## src/rtl/fir_cmplx_dec.sv

```systemverilog
//------------------------------------------------------------------------------
// fir_cmplx_dec : complex decimating FIR, LANES parallel complex MACs per cycle
// Revision 1.0
//------------------------------------------------------------------------------
`default_nettype none
`timescale 1ns/1ps

module fir_cmplx_dec #(
    parameter int DATA_WIDTH = 32,
    parameter int QUANT_BITS = 10,
    parameter int ACC_WIDTH  = 48,
    parameter int NUM_TAPS   = 20,
    parameter int LANES      = 1,
    parameter int DECIMATION = 1,
    parameter int SATURATE   = 0,
    parameter logic [0:NUM_TAPS-1][DATA_WIDTH-1:0] COEFF_REAL = '0,
    parameter logic [0:NUM_TAPS-1][DATA_WIDTH-1:0] COEFF_IMAG = '0
) (
    input  logic                  clock,
    input  logic                  reset,
    input  logic [DATA_WIDTH-1:0] xreal_in_dout,
    input  logic                  xreal_in_empty,
    output logic                  xreal_in_rd_en,
    input  logic [DATA_WIDTH-1:0] ximag_in_dout,
    input  logic                  ximag_in_empty,
    output logic                  ximag_in_rd_en,
    output logic [DATA_WIDTH-1:0] yreal_out_din,
    input  logic                  yreal_out_full,
    output logic                  yreal_out_wr_en,
    output logic [DATA_WIDTH-1:0] yimag_out_din,
    input  logic                  yimag_out_full,
    output logic                  yimag_out_wr_en,
    output logic                  busy
);

    localparam int c_groups = NUM_TAPS / LANES;
    localparam int c_grp_w  = (c_groups > 1) ? $clog2(c_groups) : 1;
    localparam int c_dec_w  = (DECIMATION > 1) ? $clog2(DECIMATION) : 1;
    localparam int c_tap_w  = (NUM_TAPS > 1) ? $clog2(NUM_TAPS) : 1;
    localparam int c_pw     = 2 * DATA_WIDTH;
    localparam int c_sw     = c_pw + 1;

    localparam logic [c_grp_w-1:0] c_grp_last = c_grp_w'(c_groups - 1);
    localparam logic [c_dec_w-1:0] c_dec_last = c_dec_w'(DECIMATION - 1);
    localparam logic signed [c_sw-1:0] c_rnd  = (c_sw'(1) << QUANT_BITS) - c_sw'(1);
    localparam logic signed [ACC_WIDTH-1:0] c_sat_max =
        {{(ACC_WIDTH-DATA_WIDTH+1){1'b0}}, {(DATA_WIDTH-1){1'b1}}};
    localparam logic signed [ACC_WIDTH-1:0] c_sat_min =
        {{(ACC_WIDTH-DATA_WIDTH+1){1'b1}}, {(DATA_WIDTH-1){1'b0}}};

    if (NUM_TAPS % LANES != 0) begin : g_lanes_check
        $error("fir_cmplx_dec: NUM_TAPS must be a multiple of LANES");
    end

    typedef enum logic [1:0] {
        S_LOAD  = 2'd0,
        S_MAC   = 2'd1,
        S_WRITE = 2'd2
    } state_t;

    state_t                       r_state;
    logic [DATA_WIDTH-1:0]        r_xr [NUM_TAPS];
    logic [DATA_WIDTH-1:0]        r_xi [NUM_TAPS];
    logic [c_dec_w-1:0]           r_dec_cnt;
    logic [c_grp_w-1:0]           r_grp;
    logic signed [ACC_WIDTH-1:0]  r_acc_re;
    logic signed [ACC_WIDTH-1:0]  r_acc_im;

    logic                         w_rd;
    logic                         w_wr;
    logic signed [ACC_WIDTH-1:0]  w_lane_re [LANES];
    logic signed [ACC_WIDTH-1:0]  w_lane_im [LANES];
    logic signed [ACC_WIDTH-1:0]  w_sum_re;
    logic signed [ACC_WIDTH-1:0]  w_sum_im;

    function automatic logic signed [c_pw-1:0] mul(
        input logic signed [DATA_WIDTH-1:0] a,
        input logic signed [DATA_WIDTH-1:0] b
    );
        return c_pw'(a) * c_pw'(b);
    endfunction

    // Divide by 2^QUANT_BITS rounding toward zero, then fit to accumulator width.
    function automatic logic signed [ACC_WIDTH-1:0] dequant(input logic signed [c_sw-1:0] v);
        logic signed [c_sw-1:0] t;
        t = v[c_sw-1] ? (v + c_rnd) : v;
        t = t >>> QUANT_BITS;
        return ACC_WIDTH'(t);
    endfunction

    function automatic logic [DATA_WIDTH-1:0] reduce(input logic signed [ACC_WIDTH-1:0] a);
        if (SATURATE != 0 && a > c_sat_max) return c_sat_max[DATA_WIDTH-1:0];
        if (SATURATE != 0 && a < c_sat_min) return c_sat_min[DATA_WIDTH-1:0];
        return a[DATA_WIDTH-1:0];
    endfunction

    for (genvar l = 0; l < LANES; l++) begin : g_lane
        logic [c_tap_w-1:0]     w_idx;
        logic signed [c_pw-1:0] w_p_rr, w_p_ii, w_p_ri, w_p_ir;

        assign w_idx        = c_tap_w'(r_grp * LANES + l);
        assign w_p_rr       = mul(r_xr[w_idx], COEFF_REAL[w_idx]);
        assign w_p_ii       = mul(r_xi[w_idx], COEFF_IMAG[w_idx]);
        assign w_p_ri       = mul(r_xr[w_idx], COEFF_IMAG[w_idx]);
        assign w_p_ir       = mul(r_xi[w_idx], COEFF_REAL[w_idx]);
        assign w_lane_re[l] = dequant(c_sw'(w_p_rr) - c_sw'(w_p_ii));
        assign w_lane_im[l] = dequant(c_sw'(w_p_ri) + c_sw'(w_p_ir));
    end

    always_comb begin
        w_sum_re = '0;
        w_sum_im = '0;
        for (int l = 0; l < LANES; l++) begin
            w_sum_re = w_sum_re + w_lane_re[l];
            w_sum_im = w_sum_im + w_lane_im[l];
        end
    end

    // The input pair and output pair each move together or not at all.
    assign w_rd = (r_state == S_LOAD) && !xreal_in_empty && !ximag_in_empty;
    assign w_wr = (r_state == S_WRITE) && !yreal_out_full && !yimag_out_full;

    assign xreal_in_rd_en  = w_rd;
    assign ximag_in_rd_en  = w_rd;
    assign yreal_out_wr_en = w_wr;
    assign yimag_out_wr_en = w_wr;
    assign yreal_out_din   = w_wr ? reduce(r_acc_re) : '0;
    assign yimag_out_din   = w_wr ? reduce(r_acc_im) : '0;
    assign busy            = (r_state != S_LOAD);

    always_ff @(posedge clock) begin
        if (reset) begin
            r_state   <= S_LOAD;
            r_dec_cnt <= '0;
            r_grp     <= '0;
            r_acc_re  <= '0;
            r_acc_im  <= '0;
            for (int k = 0; k < NUM_TAPS; k++) begin
                r_xr[k] <= '0;
                r_xi[k] <= '0;
            end
        end else begin
            case (r_state)
                S_LOAD: begin
                    if (w_rd) begin
                        r_xr[0] <= xreal_in_dout;
                        r_xi[0] <= ximag_in_dout;
                        for (int k = 1; k < NUM_TAPS; k++) begin
                            r_xr[k] <= r_xr[k-1];
                            r_xi[k] <= r_xi[k-1];
                        end
                        if (r_dec_cnt == c_dec_last) begin
                            r_dec_cnt <= '0;
                            r_grp     <= '0;
                            r_acc_re  <= '0;
                            r_acc_im  <= '0;
                            r_state   <= S_MAC;
                        end else begin
                            r_dec_cnt <= r_dec_cnt + 1'b1;
                        end
                    end
                end
                S_MAC: begin
                    r_acc_re <= r_acc_re + w_sum_re;
                    r_acc_im <= r_acc_im + w_sum_im;
                    if (r_grp == c_grp_last) begin
                        r_grp   <= '0;
                        r_state <= S_WRITE;
                    end else begin
                        r_grp <= r_grp + 1'b1;
                    end
                end
                S_WRITE: begin
                    if (w_wr) r_state <= S_LOAD;
                end
                default: r_state <= S_LOAD;
            endcase
        end
    end

endmodule

`default_nettype wire

```

## config.mk

```make
export PLATFORM = sky130hd
export DESIGN_NAME = fir_cmplx_dec
export DESIGN_NICKNAME = d
export VERILOG_FILES = /design/src/rtl/fir_cmplx_dec.sv
export SDC_FILE = /design/constraint.sdc
export NUM_CORES = 1
export LEC_CHECK = 0
export ABC_AREA = 0
export CORE_MARGIN = 5
export CORE_UTILIZATION = 23
export CTS_BUF_LIST = sky130_fd_sc_hd__clkbuf_8
export CTS_CLUSTER_DIAMETER = 100
export DETAILED_ROUTE_END_ITERATION = 6
export PLACE_DENSITY = 0.88
export SLEW_MARGIN = 15
export SYNTH_ARGS = -nofsm -noshare
export SYNTH_HDL_FRONTEND = slang
export SYNTH_SLANG_ARGS = --single-unit
export TNS_END_PERCENT = 100
```

## constraint.sdc

```tcl
create_clock -name clock -period 1.9 [get_ports clock]
set_clock_uncertainty 0.05 [all_clocks]
set_input_delay 0.285 -clock clock [delete_from_list [all_inputs] [get_ports clock]]
set_output_delay 0.285 -clock clock [all_outputs]
set_load 0.01 [all_outputs]
```

==> reports/summary.txt <==
Clock Path Buffers: 2
Status: complete, no violations
Clk_lat worst skew: 230 ps
Worst Slack Setup Final: 54.1 ps
Drt total wl: 1420 µm
Critical path peak fanout: 3
Final hold vios: 0
Starting Density: 0.241
Number of global-route vias before repair: 459
Max Cap Viol: 0
YS warnings: 0
GPL Wtd Cong: 0.735
FF-to-FF End: r_grp[4]
Slew Limit Fails: 0
DR WL/cell: 8.13 µm
DRC Markers: 0
Grt ovf: 0
Worst hold start: r_grp[4]
Final nets: 199
CP endpoint kind: output pin
Setup Viol. Count Final: 0
CP Launch Point: xreal_in_empty
Sequential power share: 0.324
Area growth syn-to-layout: -3.07%
Logic pwr share: 0.247
# rows: 22
Chip Height: 72.5 µm
Share of cells above drive strength 1: 0.150
Utilization of the core after routing: 0.234
# diodes: 0
R2r startpoint: r_grp[0]
Reg2Reg Setup Slack: 510 ps
HP Class: flip-flop to flip-flop
Synth cell types: 27
Cell internal pwr: 326 µW
CTS tree: yes
Reg2reg path depth: 4
Die W: 72.5 µm
CTS Sinks: 7
Iteration-0 DRC Markers: 11
CTS root buf: clkbuf_8
Fmax: 0.542 GHz
Synth Instances: 111
Initial antenna violation count: 0
Sequential area share after synthesis: 0.156
Psw: 154 µW
Die Footprint: 5250 µm²
Ports: 139
Gr usage total: 0.0476
Vias: 567
#FFs+latches synth: 7
CTS Hold Bufs: 0
Crit share post-route: 0.972
Syn Area/Cell: 8.08 µm²
Post-route ant nets: 0
Max VDD drop: 0.148 mV
DP Cell Count: 171
Largest net degree at the start of global routing: 9
Core Box Area: 3720 µm²
Routed vias/inst: 3.24
Clock buffer count from CTS: 3
Post-Layout Cell Count: 175
Worst setup path endpoint: ximag_in_rd_en
Synthesized cell area: 897 µm²
Crit path DAT: 1510 ps
Startpoint type of the worst setup path: primary input
CTS clk-pin slew, worst paths: 40 ps
RSZ-0062 raised after global routing: false
Critical path type: primary input to output pin
WP data required: 1560 ps
Hpwl dp: 1200 µm
I/O Buffers: 10
Fin crit period: 1850 ps
First-pass GRT wire length: 1900 µm
H-tree Lvls: 1
Sw Share: 0.320
Placement Setup Slack: -263 ps
Setup Buffers After CTS: 0
DR pass1 iterations: 2
LEAKAGE: 0.447 nW
Clk pwr share: 0.429
Pwr Density: 552 nW/µm²
## worst max-delay path: stages
cell	delay [ps]
clkdlybuf4s50_1	420
or4_4	490
inv_2	80
clkdlybuf4s15_1	230
## state kept, by name (all words and copies together), names as in the netlist
signal	flops
r_state	2
r_grp	5
## final cells by class
cell class / count / area (µm²)
fill: 421 / 2850
multi-input combinational: 98 / 479
sequential: 7 / 140
timing repair buffer: 16 / 138
tap: 48 / 60.1
clock buffer: 3 / 41.3
inverter: 2 / 7.51
clock inverter: 1 / 3.75
## per-layer routing
metal  routed length [µm]  part of all wire  up-vias  track usage
met5                    0                 0        -            0
met4                   19             0.013        0       0.0369
met3                  262              0.18        4       0.0180
met2                  672              0.47       49       0.0768
met1                  466              0.33      249       0.0495
li1                     -                 -      265            -
## power groups by stage
stage | clock network, mW | registers [mW] | logic [mW]
4_1_cts | 0.211 | 0.156 | 0.114
2_1_floorplan | 0 | 0.157 | 0.181
6_report | 0.206 | 0.156 | 0.119
3_5_place_dp | 0 | 0.158 | 0.116
3_3_place_gp | 0 | 0.158 | 0.115
5_1_grt | 0.216 | 0.156 | 0.132
## through the flow
stage               hold WS, ps  instance area [µm²]  total power [mW]  setup TNS, ps
finish                      455                  870             0.480              0
global placement            428                  832             0.272           -500
CTS                         456                  872             0.481              0
floorplan                   304                 1130             0.338              0
detailed placement          451                  832             0.274           -523
global route                481                  870             0.504              0
## placed cells by master, fill, tap and decap left out, types with 2 or more instances in the layout
master	synthesis	layout
nand2b_1	2	2
inv_1	1	2
nand3_1	4	4
o21ai_0	3	3
or3_1	2	2
a21oi_1	5	5
clkdlybuf4s50_1	0	6
nor2_1	2	2
conb_1	1	64
dlygate4sd2_1	0	2
or4_4	2	2
buf_4	66	6
clkbuf_8	0	3
dfxtp_1	7	7
## synth_stat cells
cell type / instances / area, µm²
buf_6: 1 / 11.3
or3_1: 2 / 12.5
o211ai_2: 1 / 12.5
nor2_1: 2 / 7.51
nand4bb_1: 1 / 11.3
nand2_1: 1 / 3.75
buf_4: 66 / 495
dfxtp_1: 7 / 140
o21ai_0: 3 / 15.0
o31ai_1: 1 / 7.51
and2b_2: 1 / 8.76
or2_2: 1 / 6.26
a31oi_1: 1 / 6.26
conb_1: 1 / 3.75
inv_1: 1 / 3.75
nor2b_2: 1 / 8.76
a21oi_1: 5 / 25.0
a21oi_2: 1 / 8.76
or4_4: 2 / 22.5
nand2b_1: 2 / 12.5
o21ba_4: 1 / 16.3
nor3b_1: 1 / 7.51
a211oi_1: 1 / 7.51
or2_0: 1 / 6.26
inv_2: 1 / 3.75
ha_1: 1 / 12.5
nand3_1: 4 / 20.0
## repair_timing
action                                  in CTS  in global routing
gates resized for setup                      4                  3
endpoints found under the setup margin       4                  2
pin swaps                                    0                  0
## how the worst min path moves through the flow
stage,end,depth (start not counted)
3_5_place_dp,r_grp[4],2
5_1_grt,r_grp[4],2
2_1_floorplan,r_grp[1],1
4_1_cts,r_grp[4],2
6_report,r_grp[4],2
3_3_place_gp,r_grp[1],2
## cells by family (layout without fill, tap and decap cells)
| kind of cell | Yosys count | in the layout | share of synthesized area |
|---|---|---|---|
| AOI/OAI and AO/OA | 14 | 14 | 0.110 |
| and+or+nand+nor | 19 | 19 | 0.142 |
| adders and majority gates | 1 | 1 | 0.0139 |
| DFF | 7 | 7 | 0.156 |
| other | 1 | 64 | 0.00418 |
| buffers and inverters | 69 | 22 | 0.573 |
Power figures use the tool's default switching activity.
